--- config.mk ---
export PLATFORM = sky130hd
export DESIGN_NAME = wb_port_decoder
export DESIGN_NICKNAME = d
export VERILOG_FILES = /design/src/rtl/wb_port_decoder.sv
export SDC_FILE = /design/constraint.sdc
export NUM_CORES = 1
export LEC_CHECK = 0
export CORE_AREA = 10 10 287 289
export DETAILED_ROUTE_END_ITERATION = 12
export DIE_AREA = 0 0 297 299
export SLEW_MARGIN = 15
export SYNTH_ARGS = -nofsm -noshare
export SYNTH_HDL_FRONTEND = slang
export SYNTH_SLANG_ARGS = --single-unit
--- constraint.sdc ---
create_clock -name clk_i -period 3.35 [get_ports clk_i]
set_input_delay 0.67 -clock clk_i [delete_from_list [all_inputs] [get_ports clk_i]]
set_output_delay 0.67 -clock clk_i [all_outputs]
set_load 0.02 [all_outputs]
--- src/rtl/wb_port_decoder.sv ---
// Routes one pipelined Wishbone master to NPORTS slaves selected by an address field,
// with an outstanding-request limit, an unmapped-port error terminator and a response watchdog.
module wb_port_decoder #(
  parameter int                AW       = 32,
  parameter int                DW       = 32,
  parameter int                SELBITS  = 4,
  parameter int                SELLSB   = 28,
  parameter int                NPORTS   = 16,
  parameter logic [NPORTS-1:0] PORTMASK = '1,
  parameter int                MAXOUT   = 4,
  parameter int                TIMEOUT  = 255
) (
  input  logic                 clk_i,
  input  logic                 rst_i,
  input  logic                 m_cyc,
  input  logic                 m_stb,
  input  logic                 m_we,
  input  logic [AW-1:0]        m_adr,
  input  logic [DW/8-1:0]      m_sel,
  input  logic [DW-1:0]        m_dat_m,
  output logic [DW-1:0]        m_dat_s,
  output logic                 m_ack,
  output logic                 m_err,
  output logic                 m_stall,
  output logic [NPORTS-1:0]    s_cyc,
  output logic [NPORTS-1:0]    s_stb,
  output logic                 s_we,
  output logic [AW-1:0]        s_adr,
  output logic [DW/8-1:0]      s_sel,
  output logic [DW-1:0]        s_dat_m,
  input  logic [NPORTS*DW-1:0] s_dat_s,
  input  logic [NPORTS-1:0]    s_ack,
  input  logic [NPORTS-1:0]    s_stall
);

  localparam int PW = (NPORTS > 1) ? $clog2(NPORTS) : 1;
  localparam int CW = $clog2(MAXOUT + 1);
  localparam int TW = $clog2(TIMEOUT + 1);

  typedef enum logic [1:0] {IDLE, ACTIVE, ABORT} state_t;

  state_t        state_q, state_d;
  logic [PW-1:0] cur_port_q, cur_port_d;
  logic [CW-1:0] outcnt_q, outcnt_d;
  logic [TW-1:0] timer_q, timer_d;
  logic          uerr_q, uerr_d;

  logic [SELBITS-1:0] dport, cur_ext;
  logic               mapped, tgt_stall, cur_ack;
  logic [DW-1:0]      cur_dat;
  logic               nonzero, full, active, abort;
  logic               block, accept, ack_ok, tmo, resp;

  assign s_we    = m_we;
  assign s_adr   = m_adr;
  assign s_sel   = m_sel;
  assign s_dat_m = m_dat_m;

  // Loops instead of direct indexing keep out-of-range selects from producing X.
  always_comb begin
    dport     = m_adr[SELLSB +: SELBITS];
    cur_ext   = SELBITS'(cur_port_q);
    mapped    = 1'b0;
    tgt_stall = 1'b0;
    cur_ack   = 1'b0;
    cur_dat   = '0;
    for (int i = 0; i < NPORTS; i++) begin
      if (dport == SELBITS'(i)) begin
        mapped    = PORTMASK[i];
        tgt_stall = s_stall[i];
      end
      if (cur_port_q == PW'(i)) begin
        cur_ack = s_ack[i];
        cur_dat = s_dat_s[i*DW +: DW];
      end
    end
  end

  always_comb begin
    nonzero = (outcnt_q != '0);
    full    = (outcnt_q == CW'(MAXOUT));
    active  = (state_q == ACTIVE);
    abort   = (state_q == ABORT);
    block   = (nonzero && (dport != cur_ext)) || full || abort;
    m_stall = block | (mapped & tgt_stall);
    accept  = m_cyc & m_stb & ~m_stall;
    ack_ok  = cur_ack & nonzero & active & ~uerr_q;
    tmo     = active & nonzero & (timer_q == TW'(TIMEOUT - 1)) & ~ack_ok & ~uerr_q;
    resp    = ack_ok | uerr_q;
    m_ack   = m_cyc & ack_ok;
    m_err   = m_cyc & (uerr_q | tmo);
    m_dat_s = uerr_q ? '0 : cur_dat;
    s_stb   = '0;
    s_cyc   = '0;
    for (int i = 0; i < NPORTS; i++) begin
      s_stb[i] = m_cyc & m_stb & mapped & (dport == SELBITS'(i)) & ~block;
      s_cyc[i] = m_cyc & ~abort & ((nonzero & (cur_port_q == PW'(i))) |
                                   (mapped & (dport == SELBITS'(i))));
    end
  end

  always_comb begin
    state_d    = state_q;
    cur_port_d = cur_port_q;
    outcnt_d   = outcnt_q;
    timer_d    = timer_q;
    uerr_d     = 1'b0;
    if (!m_cyc) begin
      state_d  = IDLE;
      outcnt_d = '0;
      timer_d  = '0;
    end else if (abort) begin
      outcnt_d = '0;
      timer_d  = '0;
    end else if (tmo) begin
      state_d  = ABORT;
      outcnt_d = '0;
      timer_d  = '0;
    end else begin
      outcnt_d = outcnt_q + CW'(accept) - CW'(resp);
      uerr_d   = accept & ~mapped;
      if (accept) begin
        cur_port_d = PW'(dport);
        state_d    = ACTIVE;
      end else if (active && (outcnt_d == '0)) begin
        state_d = IDLE;
      end
      if (resp || !nonzero) timer_d = '0;
      else if (active)      timer_d = timer_q + TW'(1);
    end
  end

  always_ff @(posedge clk_i) begin
    if (rst_i) begin
      state_q    <= IDLE;
      cur_port_q <= '0;
      outcnt_q   <= '0;
      timer_q    <= '0;
      uerr_q     <= 1'b0;
    end else begin
      state_q    <= state_d;
      cur_port_q <= cur_port_d;
      outcnt_q   <= outcnt_d;
      timer_q    <= timer_d;
      uerr_q     <= uerr_d;
    end
  end

endmodule

After elaboration in Yosys (flattened, before gate mapping)
Index checks and enable logic that the tools add are counted.
Storage, ports and cells
  register bits: 18
  word-level logic and storage cells: 249
  output and inout bits: 136
  input bits: 617
Operators by class
  equal/unequal tests: 35
  bitwise gates (word level): 122
  reduce and logical (&&, ||, !) cells: 16
  add/sub/neg operators: 3
  mux-type cells: 68
Operators with widths (count)
  two-way mux 32 bit: 17
  bitwise AND 1 bit: 95
  equality test 4 bit, second input constant: 16
  two-way mux 1 bit: 48
  equality test 4 x 3 -> 1 bit, second input constant: 8
  bitwise OR 1 bit: 19
  equality test 4 x 2 -> 1 bit, second input constant: 4
  adder 8 x 1 -> 8 bit, second input constant: 1
  equality test 4 x 1 -> 1 bit, second input constant: 2
  equality test 8 bit, second input constant: 1
  logical NOT 4 bit: 2
  inverter 1 bit: 8
  two-way mux 2 bit: 3
  nonzero test 3 bit: 2
  OR reduction 5 bit: 1
  != test 4 bit: 1
  AND reduction 4 bit: 1
  OR reduction 4 bit: 1
  adder 3 x 1 -> 3 bit: 1
  equality test 3 bit, second input constant: 1
  logical NOT 3 bit: 1
  logical OR 1 bit: 3
  subtractor 3 x 1 -> 3 bit: 1
  equality test 2 x 1 -> 1 bit, second input constant: 1
  5 further kinds: 6

Depth between registers and ports, before layout
  depth after elaboration: 28
  mapped depth: 20
  gate-level depth less buffers: 17

Worst setup path after synthesis
Ideal clock, no wire load.
  kind: input to register
  from: input m_adr[31]
  to: register state_q[0]
  cell stages on the path: 18
  data required time: 3.234 ns
  slack: -0.097 ns
  buffers on the path: 2
  setup time: 0.115 ns
  data arrival time: 3.331 ns
  cells stage by stage: buf_4 > nor2b_1 > clkbuf_1 > and3_1 > o32ai_1 > a32oi_1 > nand2b_4 > ha_1 > inv_1 > ha_1 > inv_1 > fa_1 > xor2_1 > xnor2_1 > nand3_1 > nand2_1 > nand2_1 > and3_1
On the way
  longest elaborated chain between the ends: 27
  elaborated cells on any way between the ends: 64
  those cells by class: add/sub: 2; eq/ne: 16; mux: 34; bitwise: 4; reduce/logical: 8
RTL lines
  start, declared: RTL line 18  | input logic [AW-1:0] m_adr,
  logical NOT 4 bit: RTL line 68  | if (dport == SELBITS'(i)) begin
  two-way mux 1 bit (16 in a row): RTL line 68
  bitwise AND 1 bit: RTL line 85  | m_stall = block | (mapped & tgt_stall);
  bitwise OR 1 bit *: RTL line 85
  inverter 1 bit *: RTL line 86  | accept = m_cyc & m_stb & ~m_stall;
  bitwise AND 1 bit *: RTL line 86
  adder 3 x 1 -> 3 bit: RTL line 120  | outcnt_d = outcnt_q + CW'(accept) - CW'(resp);
  subtractor 3 x 1 -> 3 bit: RTL line 120
  logical NOT 3 bit: RTL line 125  | end else if (active && (outcnt_d == '0)) begin
  logical AND 1 bit: RTL line 125
  nonzero test 3 bit (no source line)
  AND reduction 2 bit (no source line)
  end signal, assigned: RTL line 141  | state_q <= state_d;
  end, declared: RTL line 42  | state_t state_q, state_d;
Mark *: on every way between the ends. The rest lies on a longest branch, timed or not.
A chain may end at the register's enable or synchronous reset.

Worst setup path in the final report
  from: register cur_port_q[0] (netlist: cur_ext[0])
  to: output m_dat_s[22]
On the way
  longest elaborated chain between the ends: 18
  elaborated cells on any way between the ends: 33
  those cells by class: eq/ne: 15; mux: 17; reduce/logical: 1
RTL lines
  start, declared: RTL line 43  | logic [PW-1:0] cur_port_q, cur_port_d;
  start signal, assigned: RTL line 142  | cur_port_q <= cur_port_d;
  logical NOT 4 bit: RTL line 72  | if (cur_port_q == PW'(i)) begin
  two-way mux 32 bit (15 in a row): RTL line 72
  two-way mux 32 bit *: RTL line 72
  two-way mux 32 bit *: RTL line 92  | m_dat_s = uerr_q ? '0 : cur_dat;
  end, declared: RTL line 21  | output logic [DW-1:0] m_dat_s,
Marked as above.

==> key figures <==
Route
  – Post-Route WL: 86300 um
  – # DRC: 0
  – DR vias: 12000
  – Initial DRT Pass Iterations: 5
  – DRT iter0 DRCs: 552
  – Vias per cell: 4.18
  – Routed Antenna Nets: 0
  – WL per Instance: 30.0 um

Layout
  – Fillers: 8545
  – Layout area overhead: 152%
  – Area occupied by registers: 377 um2
  – Nets: 2442
  – Share of cells above drive strength 1: 31.9%
  – Multi-input gate area: 0.00667 mm2

Logic synthesis
  – Yosys warning total: 0
  – Post-Syn Instances: 1057
  – Post-Syn Area: 0.00707 mm2
  – Distinct cell type count after synthesis: 81
  – Asr flop ratio synth: 0%
  – Seq/Total Area, Yosys: 5.10%
  – Mapped Nets: 1679
  – Post-synth EDFFs: 0
  – Top_reg_cell synth: dfxtp_1
  – #FFs+latches synth: 18
  – Mean Syn Cell Area: 6.69 um2

Die
  – Chip width: 297 um
  – DIE AREA: 0.0888 mm2
  – Initial core utilization: 9.22%
  – Row cnt: 102
  – Vert. Die Dim: 299 um
  – Core area: 0.0767 mm2
  – Ports: 753

Timing
  – Normalized max-slew margin: 60.3%
  – Clock skew: 0.00325 ns
  – Setup_tns: -2.30 ns
  – Unrepaired setup endpoints after global routing: yes
  – Final Max Slew Viols: 0
  – Max Fclk: 280 MHz
  – Final Hold Fails: 0
  – Final WS setup: -0.227 ns
  – Hold slack final: 0.522 ns
  – Setup-failing EPs final: 25
  – Worst-Margin Slew: 0.596 ns
  – Min Tclk post-route: 3.58 ns
  – Post-route clock period utilization: 107%

Worst setup path
  – RR Startpoint: cur_ext[0]
  – FF-to-FF setup slack: -0.16 ns
  – Worst EP required: 2.68 ns
  – Worst path max stage delay: 0.57 ns
  – Crit Reg-Reg Endpoint: state_q[0]
  – CP startpoint kind: flop
  – WP data arrival: 2.91 ns
  – CP max stage cell: a222oi_1
  – Crit-path cells: buf_6 -> and3b_2 -> buf_12 -> and2_4 -> buf_6 -> a222oi_1 -> o21ai_1 -> a21oi_1 -> buf_4 -> or3_1 -> a21oi_1 -> buf_4
  – Kind of critical path: reg2out
  – Crit. End Element: output pin
  – WP buf/inv: 5
  – R2R cell count: 20
  – CP delay by family, top: compound AO/OA/AOI/OAI gates
  – CP Max Fanout: 5

Global route
  – Initial antenna violation count: 53
  – Largest net degree at the start of global routing: 33
  – First-pass GRT wire length: 112000 um
  – GRT Overall Usage: 18.2%
  – Grt ovf: 0
  – Vias in the first global route: 12700

Run
  – Max-Cap Viols: 0

Power
  – Int Power: 1.87 mW
  – Leak: 6.56 nW
  – Clock share of power: 8.1%
  – Worst vdd ir: 0.000154 V
  – Comb power frac: 84.5%
  – Sequential share of power: 7.4%
  – Net Sw Power: 1.30 mW
  – Switching part of the total: 41.0%
  – PwrDens: 178 mW/mm2

Placed design
  – Port bufs: 622
  – Detailed Place HPWL: 74600 um
  – Placer Congestion: 0.893

Worst hold path
  – Hold Crit Class: reg2reg
  – Hold endpoint: state_q[1]
  – Hold Startpoint: state_q[0]
  – Hold path cells: 1

Clock tree
  – Worst-path clk slew: 0.06 ns
  – TritonCTS buffer count: 3
  – CTS tree: done
  – Latest clock arrival within the worst-skew pair: 0.26 ns
  – Htree depth: 1
  – CTS Sinks: 18
  – CTS root buffer: clkbuf_16
  – Maximum clock insertion buffer count: 2

Run status
  – Failing checks: setup timing
  – Status: finished, violations left
[power groups by stage]
stage	Sequential, mW	Clock [mW]	Combinational (mW)
floorplan	0.232	0	0.838
global placement	0.237	0	2.38
detailed placement	0.238	0	2.37
CTS	0.234	0.263	2.59
global route	0.236	0.276	2.84
finish	0.234	0.257	2.68
[Yosys cell counts, types with 10 or more instances]
| cell type | number | area share (%) |
|---|---|---|
| a222oi_1 | 16 | 2.3 |
| o21ai_0 | 70 | 5.0 |
| o211ai_1 | 13 | 1.4 |
| nor2b_1 | 16 | 1.4 |
| dfxtp_1 | 18 | 5.1 |
| o221ai_1 | 27 | 3.3 |
| a21oi_1 | 85 | 6.0 |
| clkbuf_1 | 33 | 1.8 |
| a221oi_1 | 17 | 2.1 |
| a22oi_1 | 36 | 3.8 |
| nor3_1 | 23 | 1.6 |
| nand2_1 | 80 | 4.2 |
| buf_4 | 83 | 8.8 |
| nand2b_1 | 25 | 2.2 |
| nand3_1 | 17 | 1.2 |
| and3_1 | 10 | 0.88 |
| nor2_1 | 124 | 6.6 |
| o22ai_1 | 42 | 3.7 |
| buf_2 | 40 | 2.8 |
| o2bb2ai_1 | 15 | 1.9 |
| mux2i_1 | 39 | 5.5 |
| or3_1 | 10 | 0.88 |
| and2_1 | 13 | 1.2 |
| a211oi_1 | 11 | 1.2 |
| inv_1 | 17 | 0.90 |
| a22o_1 | 23 | 2.8 |
[kinds of logic after synthesis]
family,Yosys count,share of synthesized area (%)
multiplexers,54,9.34
XOR/XNOR,13,1.61
flip-flops,18,5.10
other,1,0.0530
AO/OA/AOI/OAI,431,43.4
adder cells (fa/ha/maj),5,0.991
buffers and inverters,192,16.3
AND/OR/NAND/NOR,343,23.2
[cell usage in the layout, fill, tap and decap left out, drive strengths merged, types with 26 or more instances in the layout]
master,netlist,routed
clkdlybuf4s50,0,539
buf,137,366
nor2,127,127
a21oi,86,86
nand2,82,82
o21ai,80,80
o22ai,42,42
mux2i,39,39
a22oi,36,36
o221ai,28,28
nand2b,26,26
[layout make-up]
class | instances | area share [%]
Sequential cell | 18 | 2.11
Clock buffer | 4 | 0.442
Timing Repair Buffer | 931 | 52.0
Tap cell | 1040 | 7.30
Inverter | 19 | 0.435
Multi-Input combinational cell | 847 | 37.4
Antenna cell | 21 | 0.295
[sequential cells by signal, summed over array words and instances (netlist names)]
register and flops:
outcnt_q 3, state_q 2, uerr_q 1, timer_q 8
cur_ext 4
[how the worst max path moves through the flow]
stage / start / end / cells past startpoint
after floorplan: m_adr[28] / state_q[0] / 17
after global placement: s_dat_s[31] / m_dat_s[31] / 10
after detailed placement: s_dat_s[31] / m_dat_s[31] / 10
after CTS: cur_ext[0] / m_dat_s[23] / 9
after global routing: cur_ext[1] / m_dat_s[19] / 12
final: cur_ext[0] / m_dat_s[22] / 12
[metal layers]
layer | part of all wire, % | up-vias | track usage [%] | wire [um]
met5 | 0.27 | - | 0 | 233
met3 | 9.0 | 151 | 6.79 | 7770
met1 | 41 | 5706 | 21.2 | 35100
li1 | - | 5527 | - | -
met4 | 3.7 | 40 | 7.01 | 3150
met2 | 46 | 623 | 30.1 | 40000
[per-stage QoR]
| step | std cells | worst slack, ns | cell area [um2] | power [mW] | utilization [%] |
|---|---|---|---|---|---|
| 6_report | 2880 | -0.227 | 17800 | 3.17 | 23.3 |
| 4_1_cts | 2830 | -0.357 | 16900 | 3.09 | 22.1 |
| 3_5_place_dp | 2800 | -1.01 | 15800 | 2.61 | 20.6 |
| 5_1_grt | 2871 | -0.314 | 17800 | 3.35 | 23.2 |
| 2_1_floorplan | 1057 | 0.0303 | 7100 | 1.07 | - |
| 3_3_place_gp | 2800 | -1.04 | 15800 | 2.61 | 20.6 |
[repair_timing]
| item | in CTS | in global routing |
|---|---|---|
| hold endpoints to repair | 0 | 0 |
| buffers inserted | 23 | 32 |
| gates resized for setup | 270 | 177 |
| pin swaps | 53 | 96 |
| cloned | 5 | 2 |
| hold buffers | 0 | 0 |
| endpoints found under the setup margin | 55 | 53 |
(Power assumes the default switching activity.)
